`config.mk`:
```
export PLATFORM = sky130hd
export DESIGN_NAME = hilo_unit
export DESIGN_NICKNAME = d
export VERILOG_FILES = /design/src/rtl/hilo_unit.sv
export SDC_FILE = /design/constraint.sdc
export NUM_CORES = 1
export LEC_CHECK = 0
export CELL_PAD_IN_SITES_DETAIL_PLACEMENT = 1
export CELL_PAD_IN_SITES_GLOBAL_PLACEMENT = 2
export CORE_UTILIZATION = 22
export CTS_CLUSTER_DIAMETER = 150
export CTS_CLUSTER_SIZE = 14
export DETAILED_ROUTE_END_ITERATION = 6
export GPL_TIMING_DRIVEN = 0
export PLACE_DENSITY = 0.84
export SETUP_SLACK_MARGIN = 0.02
export SKIP_LAST_GASP = 1
export SLEW_MARGIN = 20
export SYNTH_ARGS = -nofsm -noshare
export SYNTH_HDL_FRONTEND = slang
export SYNTH_SLANG_ARGS = --single-unit
export TNS_END_PERCENT = 20
```
`constraint.sdc`:
```
create_clock -name clk -period 4.72 [get_ports clk]
set_clock_uncertainty 0.15 [all_clocks]
set_input_delay 0.944 -clock clk [delete_from_list [all_inputs] [get_ports clk]]
set_output_delay 0.944 -clock clk [all_outputs]
set_load 0.01 [all_outputs]
```
`src/rtl/hilo_unit.sv`:
```
// hilo_unit: HI/LO register stage around a combinational multiply/divide coprocessor.
//
// Accepts mult/madd/msub/div requests, registers operands and opcode onto the
// coprocessor inputs, feeds HI/LO back as the accumulator, waits a fixed settle
// latency and then captures the coprocessor result into HI/LO.
//
// Ports:
//   clk, reset                  clock (rising edge), asynchronous active-high reset
//   start, op, rs_val, rt_val   request strobe, opcode (000 mult, 001 madd, 010 msub,
//                               011 div, 1xx ignored) and operands
//   mthi_en, mtlo_en, wr_data   direct HI/LO writes, honoured only when idle
//   cop_entrada_01/02, cop_op   registered operands and opcode to the coprocessor
//   cop_hi_in, cop_lo_in        current HI/LO (accumulator inputs)
//   cop_hi_out, cop_lo_out      coprocessor result
//   hi, lo                      architectural HI/LO
//   busy                        operation in flight
//   done, div_by_zero           one-cycle completion / divide-by-zero pulses
module hilo_unit #(
    parameter int unsigned MULT_LATENCY = 4,
    parameter int unsigned DIV_LATENCY  = 8
) (
    input  logic        clk,
    input  logic        reset,
    input  logic        start,
    input  logic [2:0]  op,
    input  logic [31:0] rs_val,
    input  logic [31:0] rt_val,
    input  logic        mthi_en,
    input  logic        mtlo_en,
    input  logic [31:0] wr_data,
    output logic [31:0] cop_entrada_01,
    output logic [31:0] cop_entrada_02,
    output logic [2:0]  cop_op,
    output logic [31:0] cop_hi_in,
    output logic [31:0] cop_lo_in,
    input  logic [31:0] cop_hi_out,
    input  logic [31:0] cop_lo_out,
    output logic [31:0] hi,
    output logic [31:0] lo,
    output logic        busy,
    output logic        done,
    output logic        div_by_zero
);

    typedef enum logic {StIdle, StExec} state_e;

    // Counter is loaded with LAT-1 so capture lands exactly LAT edges after acceptance.
    localparam logic [5:0] MultCnt = 6'(MULT_LATENCY - 1);
    localparam logic [5:0] DivCnt  = 6'(DIV_LATENCY - 1);

    state_e      state_q, state_d;
    logic [5:0]  cnt_q, cnt_d;
    logic [31:0] opa_q, opa_d;
    logic [31:0] opb_q, opb_d;
    logic [2:0]  opc_q, opc_d;
    logic [31:0] hi_q, hi_d;
    logic [31:0] lo_q, lo_d;
    logic        done_q, done_d;
    logic        dbz_q, dbz_d;

    always_comb begin
        state_d = state_q;
        cnt_d   = cnt_q;
        opa_d   = opa_q;
        opb_d   = opb_q;
        opc_d   = opc_q;
        hi_d    = hi_q;
        lo_d    = lo_q;
        done_d  = 1'b0;
        dbz_d   = 1'b0;

        case (state_q)
            StIdle: begin
                if (start && !op[2]) begin
                    // Any legal request (including div by zero) drops a same-cycle mt write.
                    if (op == 3'b011 && rt_val == 32'd0) begin
                        done_d = 1'b1;
                        dbz_d  = 1'b1;
                    end else begin
                        opa_d   = rs_val;
                        opb_d   = rt_val;
                        opc_d   = op;
                        cnt_d   = (op == 3'b011) ? DivCnt : MultCnt;
                        state_d = StExec;
                    end
                end else begin
                    if (mthi_en) hi_d = wr_data;
                    if (mtlo_en) lo_d = wr_data;
                end
            end
            StExec: begin
                if (cnt_q != 6'd0) begin
                    cnt_d = cnt_q - 6'd1;
                end else begin
                    hi_d    = cop_hi_out;
                    lo_d    = cop_lo_out;
                    done_d  = 1'b1;
                    state_d = StIdle;
                end
            end
            default: state_d = StIdle;
        endcase
    end

    always_ff @(posedge clk or posedge reset) begin
        if (reset) begin
            state_q <= StIdle;
            cnt_q   <= 6'd0;
            opa_q   <= 32'd0;
            opb_q   <= 32'd0;
            opc_q   <= 3'd0;
            hi_q    <= 32'd0;
            lo_q    <= 32'd0;
            done_q  <= 1'b0;
            dbz_q   <= 1'b0;
        end else begin
            state_q <= state_d;
            cnt_q   <= cnt_d;
            opa_q   <= opa_d;
            opb_q   <= opb_d;
            opc_q   <= opc_d;
            hi_q    <= hi_d;
            lo_q    <= lo_d;
            done_q  <= done_d;
            dbz_q   <= dbz_d;
        end
    end

    assign cop_entrada_01 = opa_q;
    assign cop_entrada_02 = opb_q;
    assign cop_op         = opc_q;
    // HI/LO cannot change while busy, so the accumulator inputs are stable through EXEC.
    assign cop_hi_in      = hi_q;
    assign cop_lo_in      = lo_q;
    assign hi             = hi_q;
    assign lo             = lo_q;
    assign busy           = (state_q == StExec);
    assign done           = done_q;
    assign div_by_zero    = dbz_q;

endmodule

```
==> out/results.txt <==
Before CTS, the worst setup slack after placement is 1.25 ns. The finished cells cover 11,900 sq um. Power spent charging and discharging nets: 1.70 mW.

The Yosys step of the flow raised 0 warnings. In this run, the number of DRC markers left after iteration 0 of detailed routing was 133. The detail route stage leaves a number of antenna-violating nets equal to 0. The placed instances occupy a cell area of 11,300 sq um. For this design the top-level I/O count stands at 366. The count of hold-fix buffers inserted at cts is 0, and the max-cap check violation count is 0.

The worst setup path is of the input port to flip-flop kind. The post-synth design cell area is 7050 sq um. STA classifies the critical path startpoint as an input port. The number of rows created at floorplan is 65, and the final max-slew violation count is 0.

Share of the synthesized area in the top cell type: 0.497. After synthesis, the cell types taking the most area are dfrtp_1, mux2_4, mux2_2. Counting the buffers created by CTS gives 17. For this design the static power due to leakage is 5.28 nW. The region available for standard cell placement spans 31,600 sq um. Met2 track demand over resource: 0.272. In this run the deepest clock path goes through 2 buffers.

The fraction of layout instances using a drive strength above 1 was 0.244. The most frequent standard cell in the layout excluding fill and tap cells is clkdlybuf4s50_1. For the pin with the worst max-slew slack, the measured transition is 0.663 ns. The congestion estimate from routability-driven global placement came to 0.773. The combinational group share of total power came out at 0.439. The logs give 0.309 for the sequential share of power and 1,389 for the final standard cell count with taps included and fillers excluded.

Data arrival at the endpoint of the critical path: 3.15 ns. During placement, the flow inserted port buffers numbering 365. After the last flow step, the layout net total stands at 1,144. For the worst-skew pair later-pin latency, the log shows 0.41 ns.

The worst hold-check path type was flip-flop to flip-flop. The detailed router placed 5,743 vias in this run. The share of power burned in the clock network is 0.252. The run gives 0.0323 as the global routing met3 resource utilization. TritonCTS built the clock tree. Relative slew slack: 0.558.

The number of antenna violations at the first check in global routing came out at 1. The total setup buffers inserted after CTS came out at 0. The first-pass GRT wire length is 38.6 mm.

The run gives 334 MHz as the peak clock frequency supported by timing. The worst path meets setup with 1.73 ns of slack. For the full die area, the log shows 32,800 sq um. The largest total area in the synthesized netlist belongs to dfrtp_1. The register clock-pin slew on the reported worst setup and hold paths works out to 0.07 ns.

The sum of negative setup slack was 0 ns. Largest fanout of any net on the critical path: 10. The total placed cells including tap cells is 1,357, and the internal power of the cells is 3.82 mW. The final cycle utilization of the critical path is 0.634, and the first-pass detailed-route iteration total is 4. The power density over the cells works out to 464 nW/um^2. The number of flops mapped to enable cells by yosys was 0; the worst slack on hold paths was 0.344 ns.

STA classifies the critical path endpoint as a flip-flop. met2 is the most crowded layer. Combined global-route utilization of all metal layers: 0.157. The final number of hold-violating endpoints is 0, and the total wire length after detailed routing is 25.2 mm. VDD sags by at most 208 uV.

Using the TritonRoute via totals, the vias-per-cell ratio works out to 4.13. Counting I/O delays and the setup requirement, the final critical path takes 2.99 ns. Entering global routing, the biggest net connects 32 pins. After global routing the overflow that remains totals 0. The proportion of total power due to net switching was 0.308; the vertical die dimension was 181 um. For this run, the leading register cell type out of synthesis is dfrtp_1. The synthesized design contains 140 register bits. The tree is rooted in a clkbuf_16. The design draws 5.52 mW. Leaving out fill and tap cells, the most frequent cells in the layout are clkdlybuf4s50_1, dfrtp_1, nand2_1. Setup repair after global routing left no endpoint under its margin. From synthesis to final layout, the design area changed by 69.0%. Detailed placement ended at an HPWL of 19.9 mm. The filler cells instantiated in the layout total 3,443. The run gives 0.194 as the met1 global-route usage. The tools report the share of the core filled with cells in the final layout as 0.378.

The flow ran to the end, and the final reports show no timing, DRC or antenna violations. The TritonCTS sink count is 140. After synthesis, the mean cell area works out to 12.1 sq um. The wire length per cell after detailed routing was 18.2 um; the total setup violations reported at the end of the flow was 0.

The tools report the post-cts resize count as 0. The fraction of registers with async set or reset after synthesis is 1.00. The remaining routing DRC violations was 0. Data on the critical path is required at its endpoint by 4.88 ns.

The number of nets in the synthesized netlist is 755. The run gives 0.223 as the starting utilization of the core area. The tools report the deepest level of the CTS H-tree as 4.

The logs give 6,241 for the via count of the first global-routing pass and 48 for the number of different library cells in the post-synthesis netlist. The share of the yosys chip area belonging to registers is 0.497, and the width of the die is 181 um. Synthesized netlist cell count: 585.
[layout make-up]
cell class,count,area [sq um],share of cell area
Timing Repair Buffer,370,3760,0.316
Sequential cell,140,3500,0.294
Clock inverter,13,155,0.0130
Clock buffer,18,439,0.0369
Tap cell,402,503,0.0422
Buffer,91,731,0.0613
Multi-Input combinational cell,349,2800,0.235
Inverter,5,22.5,0.00189
Antenna cell,1,2.50,0.000210
[state kept, by name, indices dropped and copies added, names as in the netlist]
signal          flops
cop_entrada_01     32
cop_entrada_02     32
cop_hi_in          32
cop_lo_in          32
cnt_q               6
cop_op              3
busy                1
div_by_zero         1
done                1
[layer usage]
layer  routed length [um]  part of all wire
met5                    0                 0
met4                  411             0.016
met2                13000              0.51
met3                 1180             0.047
met1                10700              0.42
[worst paths after layout]
path	end	startpoint	cells past startpoint	slack, ns
max	cop_entrada_02[28]	rt_val[19]	6	1.73
min	cop_entrada_02[6]	cop_entrada_02[6]	1	0.34
max reg2reg	cop_lo_in[28]	cnt_q[0]	7	2.37
min reg2reg	cop_entrada_02[6]	cop_entrada_02[6]	1	0.34
max in group asynchronous	cop_hi_in[4]	reset	5	2.78
min in group asynchronous	cop_entrada_01[17]	reset	2	0.75
[power by group through the flow]
stage	combinational (mW)	sequential (mW)	clock, mW
floorplan	1.12	1.78	0
global placement	2.41	1.72	0
detailed placement	2.46	1.73	0
CTS	2.47	1.72	1.45
global route	2.59	1.75	1.49
finish	2.42	1.71	1.39
[critical path: stages]
cell and delay, ns:
clkdlybuf4s50_1 0.43, nor4_1 0.51, nand4_1 0.22, o31ai_1 0.35
buf_2 0.32, mux2_2 0.37
[synth_stat cells (2+ instances only)]
library cell,instances
mux2_1,6
nand4_1,2
a22o_4,2
nor2b_1,3
o211ai_1,2
and2_1,2
mux2_4,60
nor4_1,8
buf_2,5
a22o_1,8
dfrtp_1,140
o21ai_0,3
buf_12,6
nand2b_1,33
nand2_1,132
ha_1,2
nor2_1,4
buf_4,64
and4_1,2
nor3_1,2
buf_6,6
inv_1,5
mux2_2,54
clkbuf_1,10
[cells by family (layout without fill, tap and decap cells)]
family / count (synthesis) / count (layout) / synth area share
AND/OR/NAND/NOR: 197 / 197 / 0.130
flip-flops: 140 / 140 / 0.497
multiplexers: 121 / 121 / 0.225
buffers and inverters: 96 / 497 / 0.106
AO/OA/AOI/OAI: 29 / 29 / 0.0376
adder cells (fa/ha/maj): 2 / 2 / 0.00355
other: 0 / 1 / 0
(Power assumes the default switching activity.)
